$ cat src/rtl/mem_bus_arbiter.sv
// rtl/mem_bus_arbiter.sv - two-requester (IF/MEM) arbiter sequencing address/data phases on one memory bus
module mem_bus_arbiter #(
    parameter int AW         = 64,
    parameter int DW         = 64,
    parameter int STARVE_MAX = 4
) (
    input  logic          CLK,
    input  logic          RST_N,
    input  logic          if_req,
    input  logic [AW-1:0] if_addr,
    output logic          if_gnt,
    output logic          if_done,
    output logic [DW-1:0] if_rdata,
    input  logic          mem_req,
    input  logic [AW-1:0] mem_addr,
    input  logic          mem_write,
    input  logic [DW-1:0] mem_wdata,
    output logic          mem_gnt,
    output logic          mem_done,
    output logic [DW-1:0] mem_rdata,
    output logic [AW-1:0] HADDR,
    output logic          HWRITE,
    output logic          HTRANS,
    output logic [DW-1:0] HWDATA,
    input  logic [DW-1:0] HRDATA,
    input  logic          HREADY
);

    localparam int CW = $clog2(STARVE_MAX + 1);

    typedef enum logic [1:0] {
        IDLE = 2'd0,
        ADDR = 2'd1,
        DATA = 2'd2
    } state_t;

    state_t        state;
    logic          owner_mem;
    logic [DW-1:0] wdata_q;
    logic [CW-1:0] starve_cnt;

    logic starved;
    logic pick_mem;
    logic pick_if;
    logic arb_point;

    // Arbitration: MEM has priority unless IF has already waited STARVE_MAX MEM grants.
    // Arbitration happens in IDLE and on the completing DATA cycle, which gives back-to-back transfers.
    always_comb begin
        starved   = if_req && (starve_cnt == CW'(STARVE_MAX));
        pick_mem  = mem_req && !starved;
        pick_if   = if_req && !pick_mem;
        arb_point = (state == IDLE) || ((state == DATA) && HREADY);
    end

    // Bus sequencer: phase state, registered bus signals, grant/done pulses and starvation counter.
    always_ff @(posedge CLK or negedge RST_N) begin
        if (!RST_N) begin
            state      <= IDLE;
            owner_mem  <= 1'b0;
            wdata_q    <= '0;
            starve_cnt <= '0;
            if_gnt     <= 1'b0;
            if_done    <= 1'b0;
            if_rdata   <= '0;
            mem_gnt    <= 1'b0;
            mem_done   <= 1'b0;
            mem_rdata  <= '0;
            HADDR      <= '0;
            HWRITE     <= 1'b0;
            HTRANS     <= 1'b0;
            HWDATA     <= '0;
        end else begin
            if_gnt   <= 1'b0;
            mem_gnt  <= 1'b0;
            if_done  <= 1'b0;
            mem_done <= 1'b0;

            case (state)
                ADDR: begin
                    HTRANS <= 1'b0;
                    HWDATA <= HWRITE ? wdata_q : '0;
                    state  <= DATA;
                end
                DATA: begin
                    if (HREADY) begin
                        HWDATA <= '0;
                        state  <= IDLE;
                        if (owner_mem) begin
                            mem_done  <= 1'b1;
                            mem_rdata <= HWRITE ? '0 : HRDATA;
                        end else begin
                            if_done  <= 1'b1;
                            if_rdata <= HRDATA;
                        end
                    end
                end
                default: ;
            endcase

            // A winner here overrides the IDLE fall-back chosen above for a completing DATA.
            if (arb_point) begin
                if (pick_mem) begin
                    state     <= ADDR;
                    HTRANS    <= 1'b1;
                    mem_gnt   <= 1'b1;
                    owner_mem <= 1'b1;
                    HADDR     <= mem_addr;
                    HWRITE    <= mem_write;
                    wdata_q   <= mem_wdata;
                    if (!if_req) begin
                        starve_cnt <= '0;
                    end else if (starve_cnt != CW'(STARVE_MAX)) begin
                        starve_cnt <= starve_cnt + CW'(1);
                    end
                end else if (pick_if) begin
                    state      <= ADDR;
                    HTRANS     <= 1'b1;
                    if_gnt     <= 1'b1;
                    owner_mem  <= 1'b0;
                    HADDR      <= if_addr;
                    HWRITE     <= 1'b0;
                    wdata_q    <= '0;
                    starve_cnt <= '0;
                end else begin
                    starve_cnt <= '0;
                end
            end
        end
    end

endmodule

$ cat config.mk
export PLATFORM = sky130hd
export DESIGN_NAME = mem_bus_arbiter
export DESIGN_NICKNAME = d
export VERILOG_FILES = /design/src/rtl/mem_bus_arbiter.sv
export SDC_FILE = /design/constraint.sdc
export NUM_CORES = 1
export LEC_CHECK = 0
export CORE_AREA = 2 2 204 206
export DETAILED_ROUTE_END_ITERATION = 12
export DIE_AREA = 0 0 206 208
export PLACE_DENSITY = 0.62
export SYNTH_ARGS = -nofsm -noshare
export SYNTH_HDL_FRONTEND = slang
export SYNTH_SLANG_ARGS = --single-unit
$ cat constraint.sdc
create_clock -name CLK -period 5 [get_ports CLK]
set_input_delay 1.5 -clock CLK [delete_from_list [all_inputs] [get_ports CLK]]
set_output_delay 1.5 -clock CLK [all_outputs]
set_load 0.1 [all_outputs]
### Yosys cells after proc, flatten, opt, wreduce, memory -nomap -nowiden

Cells that the tools add are included.
Widths: inputs -> output; s select.

* flip-flop bits (word level): 332
* latch bits: 0
* RAM bits: 0
* bits in read-only memories: 0
* input port bits: 262
* output and inout bits: 262
* word-level logic and storage cells: 71
* memories kept: 0

* add/sub/neg operators: 1
* multiply operators: 0
* divide/modulo/power cells: 0
* magnitude comparators: 0
* eq/ne operators: 6
* shifts and indexed selects: 0
* multiplexer cells: 34
* bitwise gates (word level): 1
* reduce and logical (&&, ||, !) cells: 15

Operators with widths (number)
* $mux 64: 7
* $pmux 64 s2: 1
* $mux 1: 18
* $mux 3: 3
* $mux 2: 4
* $reduce_and 2->1: 3
* $reduce_and 3->1: 2
* $logic_and 1x1->1: 4
* $pmux 2 s2: 1
* $reduce_bool 2->1: 2
* $add 3x1->3 const B: 1
* $eq 3x3->1 const B: 1
* $ne 3x2->1 const B: 1
* $ne 3x3->1 const B: 1
* $eq 2x1->1 const B: 1
* $eq 2x2->1 const B: 1
* $logic_not 1->1: 2
* $logic_not 2->1: 1
* $ne 2x2->1 const B: 1
* $logic_or 1x1->1: 1
* $not 1->1: 1

### Logic depth before layout (Yosys ltp)

* word-level depth: 9
* depth in mapped cells: 8
* mapped depth without buffers: 5

### Least setup slack after synthesis

Ideal clock, no wire load.

* path kind: input-to-reg
* start point: input port HREADY
* end point: register wdata_q[35]
* library setup time: 121 ps
* data arrival time: 2530 ps
* data required time: 4879 ps
* slack: 2349 ps
* stages on the path: 6
* buffers on the path: 3
* path through: a21oi_2 and3b_1 clkbuf_1 buf_6 buf_4 a22o_1

* word-level cells in the longest chain between the ends: 3

RTL lines
* start, declared: RTL line 26 `input logic HREADY`
* $logic_and 1x1->1: RTL line 53 `arb_point = (state == IDLE) || ((state == DATA) && HREADY);`
* $logic_or 1x1->1: RTL line 53
* $reduce_and 2->1 (no line)
* end signal, assigned: RTL line 110 `wdata_q <= mem_wdata;`
* end, declared: RTL line 39 `logic [DW-1:0] wdata_q;`

No other way between the ends.
A chain may end at the register's enable or synchronous reset.

### Worst setup path in the final report

* start point: register HADDR[47]
* end point: output port HADDR[47]

RTL lines
* start, declared: RTL line 21 `output logic [AW-1:0] HADDR,`
* start signal, assigned: RTL line 108 `HADDR <= mem_addr;`
* start signal, assigned: RTL line 121 `HADDR <= if_addr;`

No word-level cell between the ends.

==> run metrics <==
status=completed; synthesized area=0.0136 mm2; critical path buffer and inverter count=1; HPWL Detailed=30100 um; Hold Crit Class=reg -> reg; # rows=74; number of global-route vias before repair=11042; Final Wtd Congestion=0.804; Final min period=3.66 ns; core footprint=0.0406 mm2; Area Overhead vs Synth=51.4%; Post-synth EDFFs=0; Synth Warn #=0; WL per Instance=20.9 um; Final #Nets=1811; Worst Tran Pin Value=1.09 ns; Hold Path End=mem_rdata[32]; Main synth FF type=dfrtp_1; clk root buf=clkbuf_16; worst stage delay on the critical path=1.19 ns; R2R cell count=6; Max Slew Vio Count=0; Synth cell types=31; Req. time, crit path=3.50 ns; mux contribution to synthesized area=5.38%; Seq cells post-synth=332; DIE HEIGHT=208 um; CP Capture Type=output port; Mapped Nets=1332; ys async rst share=100%; die area=0.0428 mm2; unrepaired setup endpoints after global routing=false; R2R setup slack=2.50 ns; post-synthesis sequential area ratio=61.2%; largest net degree at the start of global routing=119; post-route cell area=0.0205 mm2; GRT Util Overall=20.0%; IO Pins=524; die width=206 um; DRC=0; number of buffers created by CTS=38; Top delay family on crit path=buffers and inverters; worst reg2reg path startpoint=state[0]; crit-path cells=clkdlybuf4s50_1; Routed Antenna Nets=0; clock tree buffer depth=3; FF-to-FF End=wdata_q[59]; period utilization=73.1%; # port buffers=523; Via density=5.06; area fraction in and, or, nand and nor cells after synthesis=5.71%; Skew-Pair Late Insertion Delay=0.54 ns; drt pass-1 iters=5; syn_area_per_cell=12.8 um2; Initial Utilization=33.5%; Critical Path Source Type=flip-flop; cells after synthesis=1064; cts repair resizes=0; post-synthesis xor/xnor area fraction=0%; setup TNS=0 ns; initial antenna violation count=6; Worst slew margin=26.9%; # Post-CTS Setup Buffers=0; crit path kind=reg -> out; H-tree depth=2; Hold Buf Count CTS=0; Setup Viol. Count Final=0; Final Hold Fails=0; Max-cap violations=0; DRT iter0 DRCs=595; fmax=274 MHz; Hold Path Origin=mem_rdata[32]; Synth Area in Compound Gates=23.5%; adder-cell share of the synthesized area=0.553%; Worst Clk Skew=0.0143 ns; CTS tree=done; Post-Route WL=43900 um; Slowest-stage cell, CP=clkdlybuf4s50_1; Vias=10628; Worst-path clk slew=0.06 ns; arrival time at the worst endpoint=2.16 ns; main combinational cell family by area after synthesis=compound AO/OA/AOI/OAI gates; hold path depth=2; Overflow after GRT=0; first-pass GRT wire length=66800 um; Placed Area=0.0193 mm2; CP max FO=2; ratio of cells with drive above 1 in the final layout=9.91%; clock sinks=332
-- cell usage in the layout (no fill, tap or decap), drive strengths merged, types with 2 or more instances in the layout --
cell and n:
diode 5, clkdlybuf4s50 520, buf 26, o22a 64, nand2b 68, nand3 2
o21ai 70, a21boi 64, nand2 72, ha 6, a21o 2, clkinv 3
inv 9, mux2 64, a21oi 2, and2 3, dfrtp 332, a22o 126
nor2 2, a311o 64, clkbuf 54
-- layer usage --
metal  wire [um]  up-vias  part of all wire, %  global-route usage [%]
met4        1550        2                  3.5                    8.28
li1            -     4913                    -                       -
met3        3320       91                  7.5                    5.94
met5          13        -                0.030                       0
met2       21600      355                   49                    33.1
met1       17500     5267                   40                    24.3
-- worst reg2reg max path, cell delays in order, from the launching register on --
cell and delay [ns]:
dfrtp_1 0.40, inv_1 0.09, ha_1 0.41, a21oi_4 0.14, and3b_2 0.83, buf_4 0.39, a22o_1 0.17
-- per-stage QoR --
stage	worst slack (ns)	hold slack [ns]	utilization, %	cells
floorplan	2.35	0.463	-	1064
global placement	1.06	0.461	47.7	2035
detailed placement	0.974	0.470	47.7	2035
CTS	1.31	0.482	50.6	2096
global route	1.31	0.494	50.7	2100
finish	1.34	0.475	50.7	2101
-- Yosys cell counts, types with 2 or more instances --
| cell | n | area share [%] |
|---|---|---|
| a21boi_0 | 64 | 3.5 |
| a21o_1 | 2 | 0.11 |
| a22o_1 | 126 | 8.1 |
| a311o_1 | 64 | 4.7 |
| and2_1 | 3 | 0.14 |
| buf_1 | 6 | 0.17 |
| buf_2 | 31 | 1.1 |
| buf_4 | 3 | 0.17 |
| buf_6 | 3 | 0.25 |
| clkbuf_1 | 64 | 1.8 |
| dfrtp_1 | 332 | 61 |
| ha_1 | 6 | 0.55 |
| inv_1 | 7 | 0.19 |
| mux2_2 | 64 | 5.3 |
| nand2_1 | 72 | 2.0 |
| nand2b_1 | 68 | 3.1 |
| nand3_1 | 2 | 0.074 |
| nor2_1 | 2 | 0.055 |
| o21ai_0 | 70 | 2.6 |
| o22a_1 | 64 | 4.1 |
-- layout make-up --
class                           instances  area (um2)
Timing Repair Buffer                  546        5510
Inverter                                7        26.3
Tap cell                              532         666
Fill cell                            3623       20000
Clock inverter                          7        81.3
Clock buffer                           54        1120
Multi-Input combinational cell        618        4830
Sequential cell                       332        8310
Antenna cell                            5        12.5
-- worst max-delay path by stage --
stage                     startpoint     endpoint  slack (ns)  cells after the start
after floorplan               HREADY  wdata_q[35]        2.35                      6
after global placement        if_req  wdata_q[49]        1.06                      5
after detailed placement      if_req  wdata_q[62]        0.97                      5
after CTS                  HADDR[47]    HADDR[47]        1.31                      1
after global routing       HADDR[47]    HADDR[47]        1.31                      1
final                      HADDR[47]    HADDR[47]        1.34                      1
-- sequential cells by signal, indices dropped and copies added (netlist names) --
signal,count
mem_rdata,64
state,2
HADDR,64
owner_mem,1
if_rdata,64
if_done,1
mem_gnt,1
wdata_q,64
HTRANS,1
if_gnt,1
mem_done,1
starve_cnt,3
HWRITE,1
HWDATA,64
-- cells by family (layout without fill, tap and decap cells) --
group | Yosys count | count (layout)
AOI/OAI and AO/OA | 394 | 394
adders and majority gates | 6 | 6
buffers and inverters | 114 | 614
DFF | 332 | 332
muxes | 65 | 65
other | 0 | 5
and+or+nand+nor | 153 | 153
Power is left out: the tool's default activity adds up to more than one toggle a clock period on the data nets, which glitch-free logic cannot reach.
